### src/rtl/reg_scan_master.sv
// reg_scan_master: serial scan initiator for a register-file shift port.
// Takes one parallel read/write request at a time.
// Shifts a framed bit stream out on sIn, MSB first, using a divided scan clock.
// On reads it captures sOut while the data bits are shifted.
// Frame layout: op bit, address, [turnaround,] data.
//
// state      | meaning
// -----------+----------------------------------------------------------
// IDLE       | waiting for a request, reqReady high
// SHIFT_HDR  | shifting op bit and address bits
// TURN       | read only: one turnaround bit with sIn low
// SHIFT_DATA | shifting W data bits (write data out, or read data in)
// DONE       | one-cycle response pulse, scan outputs parked low
module reg_scan_master #(
    parameter int SIZE    = 16,
    parameter int WIDTH   = 32,
    parameter int CLK_DIV = 2
) (
    input  logic                                  clk,
    input  logic                                  rst,
    input  logic                                  reqValid,
    output logic                                  reqReady,
    input  logic                                  reqWrite,
    input  logic [((SIZE > 1) ? $clog2(SIZE) : 1)-1:0] reqAddr,
    input  logic [WIDTH-1:0]                      reqData,
    output logic                                  respValid,
    output logic [WIDTH-1:0]                      respData,
    output logic                                  busy,
    output logic                                  sClock,
    output logic                                  sEnable,
    output logic                                  sIn,
    input  logic                                  sOut
);

    localparam int AW    = (SIZE > 1) ? $clog2(SIZE) : 1;
    localparam int CNT_W = (CLK_DIV > 1) ? $clog2(CLK_DIV) : 1;
    localparam int BIT_W = $clog2(WIDTH + AW + 1);
    localparam int TX_W  = AW + WIDTH;

    localparam logic [CNT_W-1:0] HALF_LOAD = CNT_W'(CLK_DIV - 1);
    localparam logic [BIT_W-1:0] HDR_LOAD  = BIT_W'(AW);
    localparam logic [BIT_W-1:0] DATA_LOAD = BIT_W'(WIDTH - 1);

    typedef enum logic [2:0] {
        IDLE       = 3'd0,
        SHIFT_HDR  = 3'd1,
        TURN       = 3'd2,
        SHIFT_DATA = 3'd3,
        DONE       = 3'd4
    } state_t;

    state_t            state_q, state_d;
    logic [CNT_W-1:0]  half_q, half_d;
    logic [BIT_W-1:0]  bit_q, bit_d;
    logic [TX_W-1:0]   tx_q, tx_d;
    logic [WIDTH-1:0]  rdata_q, rdata_d;
    logic              wr_q, wr_d;
    logic              sclk_q, sclk_d;
    logic              sen_q, sen_d;
    logic              sin_q, sin_d;

    // State and datapath registers; reset parks every scan output low at once.
    always_ff @(posedge clk or negedge rst) begin
        if (!rst) begin
            state_q <= IDLE;
            half_q  <= '0;
            bit_q   <= '0;
            tx_q    <= '0;
            rdata_q <= '0;
            wr_q    <= 1'b0;
            sclk_q  <= 1'b0;
            sen_q   <= 1'b0;
            sin_q   <= 1'b0;
        end else begin
            state_q <= state_d;
            half_q  <= half_d;
            bit_q   <= bit_d;
            tx_q    <= tx_d;
            rdata_q <= rdata_d;
            wr_q    <= wr_d;
            sclk_q  <= sclk_d;
            sen_q   <= sen_d;
            sin_q   <= sin_d;
        end
    end

    // Next-state: half-period down-counter paces sClock; bit counter marks phase ends.
    always_comb begin
        state_d = state_q;
        half_d  = half_q;
        bit_d   = bit_q;
        tx_d    = tx_q;
        rdata_d = rdata_q;
        wr_d    = wr_q;
        sclk_d  = sclk_q;
        sen_d   = sen_q;
        sin_d   = sin_q;
        unique case (state_q)
            IDLE: begin
                if (reqValid) begin
                    state_d = SHIFT_HDR;
                    wr_d    = reqWrite;
                    // Read frames carry zeros after the address, which also
                    // supplies the low turnaround and data-phase sIn bits.
                    tx_d    = {reqAddr, (reqWrite ? reqData : {WIDTH{1'b0}})};
                    rdata_d = '0;
                    half_d  = HALF_LOAD;
                    bit_d   = HDR_LOAD;
                    sclk_d  = 1'b0;
                    sen_d   = 1'b1;
                    sin_d   = reqWrite;
                end
            end
            SHIFT_HDR, TURN, SHIFT_DATA: begin
                if (half_q != '0) begin
                    half_d = half_q - CNT_W'(1);
                end else if (!sclk_q) begin
                    // Rising half: target latches sIn, we latch sOut.
                    half_d = HALF_LOAD;
                    sclk_d = 1'b1;
                    if (state_q == SHIFT_DATA && !wr_q) begin
                        rdata_d = {rdata_q[WIDTH-2:0], sOut};
                    end
                end else begin
                    // Falling half ends the bit period; next bit goes out here.
                    half_d = HALF_LOAD;
                    sclk_d = 1'b0;
                    sin_d  = tx_q[TX_W-1];
                    tx_d   = tx_q << 1;
                    if (bit_q != '0) begin
                        bit_d = bit_q - BIT_W'(1);
                    end else begin
                        unique case (state_q)
                            SHIFT_HDR: begin
                                if (wr_q) begin
                                    state_d = SHIFT_DATA;
                                    bit_d   = DATA_LOAD;
                                end else begin
                                    state_d = TURN;
                                    bit_d   = '0;
                                end
                            end
                            TURN: begin
                                state_d = SHIFT_DATA;
                                bit_d   = DATA_LOAD;
                            end
                            default: begin
                                state_d = DONE;
                                sen_d   = 1'b0;
                                sin_d   = 1'b0;
                            end
                        endcase
                    end
                end
            end
            DONE: begin
                state_d = IDLE;
            end
            default: begin
                state_d = IDLE;
                sen_d   = 1'b0;
                sclk_d  = 1'b0;
                sin_d   = 1'b0;
            end
        endcase
    end

    // Outputs: handshake and status decode from state, scan pins straight from flops.
    always_comb begin
        reqReady  = (state_q == IDLE);
        busy      = (state_q != IDLE);
        respValid = (state_q == DONE);
        respData  = rdata_q;
        sClock    = sclk_q;
        sEnable   = sen_q;
        sIn       = sin_q;
    end

endmodule

### config.mk
export PLATFORM = sky130hd
export DESIGN_NAME = reg_scan_master
export DESIGN_NICKNAME = d
export VERILOG_FILES = /design/src/rtl/reg_scan_master.sv
export SDC_FILE = /design/constraint.sdc
export NUM_CORES = 1
export LEC_CHECK = 0
export CAP_MARGIN = 20
export CORE_ASPECT_RATIO = 0.8
export CORE_MARGIN = 4
export CORE_UTILIZATION = 45
export DETAILED_ROUTE_END_ITERATION = 16
export GPL_ROUTABILITY_DRIVEN = 0
export GPL_TIMING_DRIVEN = 0
export PLACE_DENSITY = 0.72
export SYNTH_ARGS = -nofsm -noshare
export SYNTH_HDL_FRONTEND = slang
export SYNTH_SLANG_ARGS = --single-unit
### constraint.sdc
create_clock -name clk -period 2.65 [get_ports clk]
set_clock_uncertainty 0.1 [all_clocks]
set_input_delay 0.265 -clock clk [delete_from_list [all_inputs] [get_ports clk]]
set_output_delay 0.265 -clock clk [all_outputs]
set_load 0.02 [all_outputs]
* Word level (Yosys, flattened, before mapping) *
Cells that the tools add are included.
Widths: inputs -> output; s select.

storage, ports and cells
  register bits = 82
  output and inout port bits = 38
  input bits = 41
  word-level logic and storage cells = 83

cells by class
  muxes and demuxes = 42
  reductions and logical operators = 17
  add/subtract/negate cells = 2
  eq/ne operators = 12
  bitwise operators = 1

operators by type and width
  operator             number
  $mux 32              5
  $mux 36              3
  $pmux 36 s2          1
  $pmux 32 s2          1
  $mux 6               4
  $pmux 6 s2           2
  $mux 1               15
  $ne 2x2->1 const B   7
  $mux 3               4
  $pmux 3 s2           2
  $reduce_and 4->1     3
  $reduce_and 5->1     2
  $pmux 1 s3           3
  $eq 3x2->1 const B   2
  $reduce_and 6->1     1
  $reduce_bool 6->1    1
  $sub 6x1->6 const B  1
  $mux 5               1
  $ne 4x4->1 const B   1
  $reduce_and 2->1     2
  $eq 3x1->1 const B   1
  $eq 3x3->1 const B   1
  $logic_not 3->1      1
  $reduce_and 3->1     1
  9 further kinds      9

* Logic depth before layout (Yosys ltp) *
  word-level depth = 7
  depth in mapped cells = 8
  mapped depth without buffers = 7

* Worst setup path after synthesis *
No wires, ideal clock.

  path type = reg2reg
  start = register state_q[0]
  end = register wr_q
  data arrival time = 1.607 ns
  period minus slack after synthesis = 1.834 ns
  stages on the path, launching flop included = 6
  setup time = 0.127 ns
  required time = 2.423 ns
  buffers on the path = 1
  slack = 0.816 ns
  cell sequence = dfrtp_1 -> buf_6 -> or3_1 -> inv_1 -> nand2_1 -> mux2_1

on the way
  cells in the longest elaborated chain, start to end = 2

RTL lines
  what                               line  RTL
  start: declaration                 52    state_t state_q, state_d;
  start signal: assignment           75    state_q <= state_d;
  $logic_not 3->1                    -
  via reqReady                       22    output logic reqReady,
  $reduce_and 2->1 (no source line)  -
  end signal: assignment             80    wr_q <= wr_d;
  end: declaration                   57    logic wr_q, wr_d;

The timed path passes the listed nets, and every way through them passes these cells.
A chain may end at the register's enable or synchronous reset.

* Final worst setup path *
  start = register state_q[2]
  end = output respValid

on the way
  cells in the longest elaborated chain, start to end = 1

RTL lines
  what              line  RTL
  $eq 3x3->1        172   respValid = (state_q == DONE);
  end: declaration  26    output logic respValid,

No other way between the ends.

==> impl_metrics.xml <==
<?xml version="1.0" encoding="UTF-8"?>
<metrics>
  <group name="run_status">
    <metric name="status" unit="">completed</metric>
  </group>
  <group name="synth">
    <metric name="ys_dominant_reg_cell" unit="">dfrtp_1</metric>
    <metric name="synthesis.yosys.warnings" unit="">0</metric>
    <metric name="synth_area_per_cell" unit="sq um">8.79</metric>
    <metric name="dominant_cell_type_by_area_after_synthesis" unit="">dfrtp_1</metric>
    <metric name="syn_nets" unit="">478</metric>
    <metric name="post_synth_arst_share" unit="%">100</metric>
    <metric name="netlist_area" unit="sq um">3820</metric>
    <metric name="synth_seq_area_share" unit="%">53.7</metric>
    <metric name="synth_top_area_share" unit="%">53.7</metric>
    <metric name="post_synth_num_cell_types" unit="">46</metric>
    <metric name="synth_edf_count" unit="">0</metric>
    <metric name="synthCells" unit="">435</metric>
    <metric name="synth_seq_cells" unit="">82</metric>
    <metric name="ys_top_cells_by_area" unit="">dfrtp_1, nand2_1, a31oi_1</metric>
  </group>
  <group name="critical_path">
    <metric name="critical_path_peak_fanout" unit="">10</metric>
    <metric name="startpoint_type" unit="">flip-flop</metric>
    <metric name="critical_path_slowest_stage_cell" unit="">clkdlybuf4s50_1</metric>
    <metric name="cp_cell_sequence" unit="">buf_1 &gt; and2_1 &gt; clkdlybuf4s50_1</metric>
    <metric name="timing.critical_path.max_delay_family" unit="">buffers and inverters</metric>
    <metric name="cp.buffers_inverters" unit="">2</metric>
    <metric name="worst-setup-path-type" unit="">flip-flop to output port</metric>
    <metric name="reg_to_reg_slack_setup" unit="ns">0.46</metric>
    <metric name="critical_path_arrival" unit="ns">2.08</metric>
    <metric name="crit_required" unit="ns">2.29</metric>
    <metric name="worst_setup_ep_type" unit="">output port</metric>
    <metric name="slowest_stage_delay_on_critical_path" unit="ns">0.60</metric>
  </group>
  <group name="drt">
    <metric name="detail_route.wl_per_cell" unit="microns">14.4</metric>
    <metric name="post_drt_via_cell_ratio" unit="">5.39</metric>
    <metric name="top_metal_layer_carrying_routed_signals" unit="">met4</metric>
    <metric name="route.met3.wl" unit="microns">525</metric>
    <metric name="vias_after_detailed_routing" unit="">3441</metric>
    <metric name="route.detailed.drc" unit="">0</metric>
    <metric name="antenna_left" unit="">0</metric>
    <metric name="dr.pass1.iters" unit="">4</metric>
    <metric name="initialDrtViolationCount" unit="">171</metric>
    <metric name="wl_met2" unit="microns">4050</metric>
    <metric name="detail_route.wirelength.met1" unit="microns">4490</metric>
    <metric name="routed_wl" unit="microns">9180</metric>
  </group>
  <group name="timing">
    <metric name="total_setup_violations_reported_at_the_end_of_the_flow" unit="">0</metric>
    <metric name="rsz0062_at_grt" unit="">false</metric>
    <metric name="max_freq" unit="MHz">410</metric>
    <metric name="hold_slack" unit="ns">0.217</metric>
    <metric name="setup_slack" unit="ns">0.210</metric>
    <metric name="period_needed" unit="ns">2.44</metric>
    <metric name="slew_headroom" unit="%">61.6</metric>
    <metric name="hold_violations" unit="">0</metric>
    <metric name="tightest_slew" unit="ns">0.577</metric>
    <metric name="post-route-period-util" unit="%">92.1</metric>
    <metric name="slew_violations" unit="">0</metric>
  </group>
  <group name="placement">
    <metric name="port-buffer-count" unit="">77</metric>
    <metric name="pre_cts_slack" unit="ns">0.485</metric>
    <metric name="post_detailed_placement_half_perimeter_wirelength" unit="microns">6630</metric>
    <metric name="placement.cell_area" unit="sq um">4750</metric>
  </group>
  <group name="pwr">
    <metric name="fin_total_pwr" unit="mW">5.10</metric>
    <metric name="cellLeakagePower" unit="nW">2.11</metric>
    <metric name="ir_drop" unit="mV">0.514</metric>
    <metric name="internal_power" unit="mW">3.08</metric>
    <metric name="share_comb_of_total_power" unit="%">42.1</metric>
    <metric name="sequentialPowerShare" unit="%">41.5</metric>
    <metric name="powerDensity" unit="nW/um^2">1030</metric>
    <metric name="power.switching_fraction" unit="%">39.6</metric>
    <metric name="p_switching" unit="mW">2.02</metric>
    <metric name="clock_power_share" unit="%">16.4</metric>
  </group>
  <group name="cts">
    <metric name="clock_tree.htree_level_count" unit="">3</metric>
    <metric name="cts-buffers-inserted" unit="">9</metric>
    <metric name="clock_tree.buffer_depth" unit="">2</metric>
    <metric name="tritoncts_clock_tree" unit="">built</metric>
    <metric name="cts_setup_buffers" unit="">0</metric>
    <metric name="worst_skew_pair.late_latency" unit="ns">0.36</metric>
    <metric name="post_cts.resized_instances" unit="">0</metric>
    <metric name="clk_pin_slew" unit="ns">0.09</metric>
    <metric name="clock_sinks" unit="">82</metric>
    <metric name="root_buffer" unit="">clkbuf_8</metric>
  </group>
  <group name="global_routing">
    <metric name="grt_residual_overflow" unit="">0</metric>
    <metric name="overall_global_routing_resource_usage" unit="%">18.9</metric>
    <metric name="grt_pass1_vias" unit="">3392</metric>
    <metric name="number_of_antenna_violations_at_the_first_check_in_global_routing" unit="">0</metric>
    <metric name="grt_pass1_wl" unit="microns">16000</metric>
    <metric name="largest_net_degree_at_the_start_of_global_routing" unit="">68</metric>
  </group>
  <group name="layout">
    <metric name="multiInputGateArea" unit="sq um">1590</metric>
    <metric name="layout.cells.most_common" unit="">nand2_1</metric>
    <metric name="fillers" unit="">719</metric>
    <metric name="area_of_all_sequential_standard_cells" unit="sq um">2050</metric>
    <metric name="finish.net_count" unit="">568</metric>
    <metric name="post-route-util" unit="%">61.1</metric>
    <metric name="layout-drive-gt1-share" unit="%">8.11</metric>
    <metric name="areaGrowthSynthToFinish" unit="%">29.3</metric>
    <metric name="most_frequent_cells_in_the_layout" unit="">nand2_1, dfrtp_1, clkdlybuf4s50_1</metric>
    <metric name="antenna_cells_inserted" unit="">0</metric>
    <metric name="layout.cell_area.non_filler" unit="sq um">4940</metric>
  </group>
  <group name="die">
    <metric name="num_rows" unit="">29</metric>
    <metric name="io-pin-count" unit="">79</metric>
    <metric name="core" unit="sq um">8090</metric>
    <metric name="die_w" unit="microns">111</metric>
    <metric name="dieArea" unit="sq um">10000</metric>
    <metric name="initial_utilization" unit="%">47.2</metric>
    <metric name="die_h" unit="microns">90.4</metric>
  </group>
  <group name="job">
    <metric name="drv.max_cap_violation_count" unit="">0</metric>
  </group>
  <group name="worst_hold_path">
    <metric name="worst_hold_path_type" unit="">primary input to async pin</metric>
  </group>
</metrics>
## stage by stage
step,TNS [ns],cells
2_1_floorplan,0,435
3_3_place_gp,-139.68,620
3_5_place_dp,0,621
4_1_cts,0,638
5_1_grt,0,638
6_report,0,638
## cells in the mapped netlist, types with 2 or more instances
cell,n
nand2_1,111
dfrtp_1,82
nor2_1,45
a31oi_1,36
nand3_1,36
o21ai_0,36
clkbuf_1,17
buf_2,10
a21oi_1,5
inv_1,5
nand2b_1,4
nor3_1,4
buf_6,3
a22o_1,2
buf_1,2
ha_1,2
nor2_2,2
nor2b_1,2
nor4_1,2
o22a_1,2
o31ai_1,2
## cell families after synthesis
| family | count (synthesis) | share of synthesized area, % |
|---|---|---|
| AND/OR/NAND/NOR | 218 | 25.2 |
| AO/OA/AOI/OAI | 92 | 14.9 |
| flip-flops | 82 | 53.7 |
| buffers and inverters | 38 | 4.75 |
| multiplexers | 2 | 0.556 |
| adder cells (fa/ha/maj) | 2 | 0.655 |
| XOR/XNOR | 1 | 0.229 |
## path summary, 6_finish.rpt
check | start | end | depth (start not counted)
setup / recovery | state_q[2] | respValid | 3
hold / removal | rst | respData[25] | 2
setup reg to reg | bit_q[0] | bit_q[2] | 8
hold reg to reg | respData[31] | respData[31] | 2
max in group asynchronous | rst | tx_q[2] | 3
min in group clk | reqWrite | tx_q[30] | 3
## metal layers
layer / track usage [%] / vias up
met5: 0 / -
met4: 5.17 / 0
met3: 4.15 / 13
met2: 29.3 / 103
met1: 26.9 / 1665
li1: - / 1660
## registers in the layout, indices dropped and copies added, names as in the netlist
signal	cells
sIn	1
tx_q	36
half_q	1
wr_q	1
respData	32
sEnable	1
sClock	1
bit_q	6
state_q	3
## power groups by stage
stage / sequential (mW) / clock (mW) / combinational, mW
after floorplan: 2.37 / 0 / 1.01
after detailed placement: 2.14 / 0 / 2.16
after global placement: 2.12 / 0 / 2.08
after global routing: 2.19 / 0.908 / 2.37
final: 2.12 / 0.839 / 2.15
after CTS: 2.11 / 0.858 / 2.17
## worst reg2reg max path: cells and delay by family, from the launching register on
| family | cells | cell delay, ns |
|---|---|---|
| AOI/OAI and AO/OA | 2 | 0.35 |
| adders and majority gates | 1 | 0.14 |
| buffers and inverters | 2 | 0.33 |
| DFF | 1 | 0.42 |
| and+or+nand+nor | 3 | 0.73 |
## what timing repair did
item                                   4_1_cts  5_1_grt
setup endpoints to repair                    0        0
hold buffers                                 1        0
endpoints found under the hold margin       35        0
## area by class of cell
cell class                 instances  area share (%)
buffer                            33            3.29
clock buffer                      10            2.58
multi-input combinational        315            32.2
timing repair buffer              79            16.3
inverter                           5           0.380
clock inverter                     6            1.04
sequential                        82            41.5
tap                              108            2.73
Note: power is estimated with default switching activity, not from simulation.
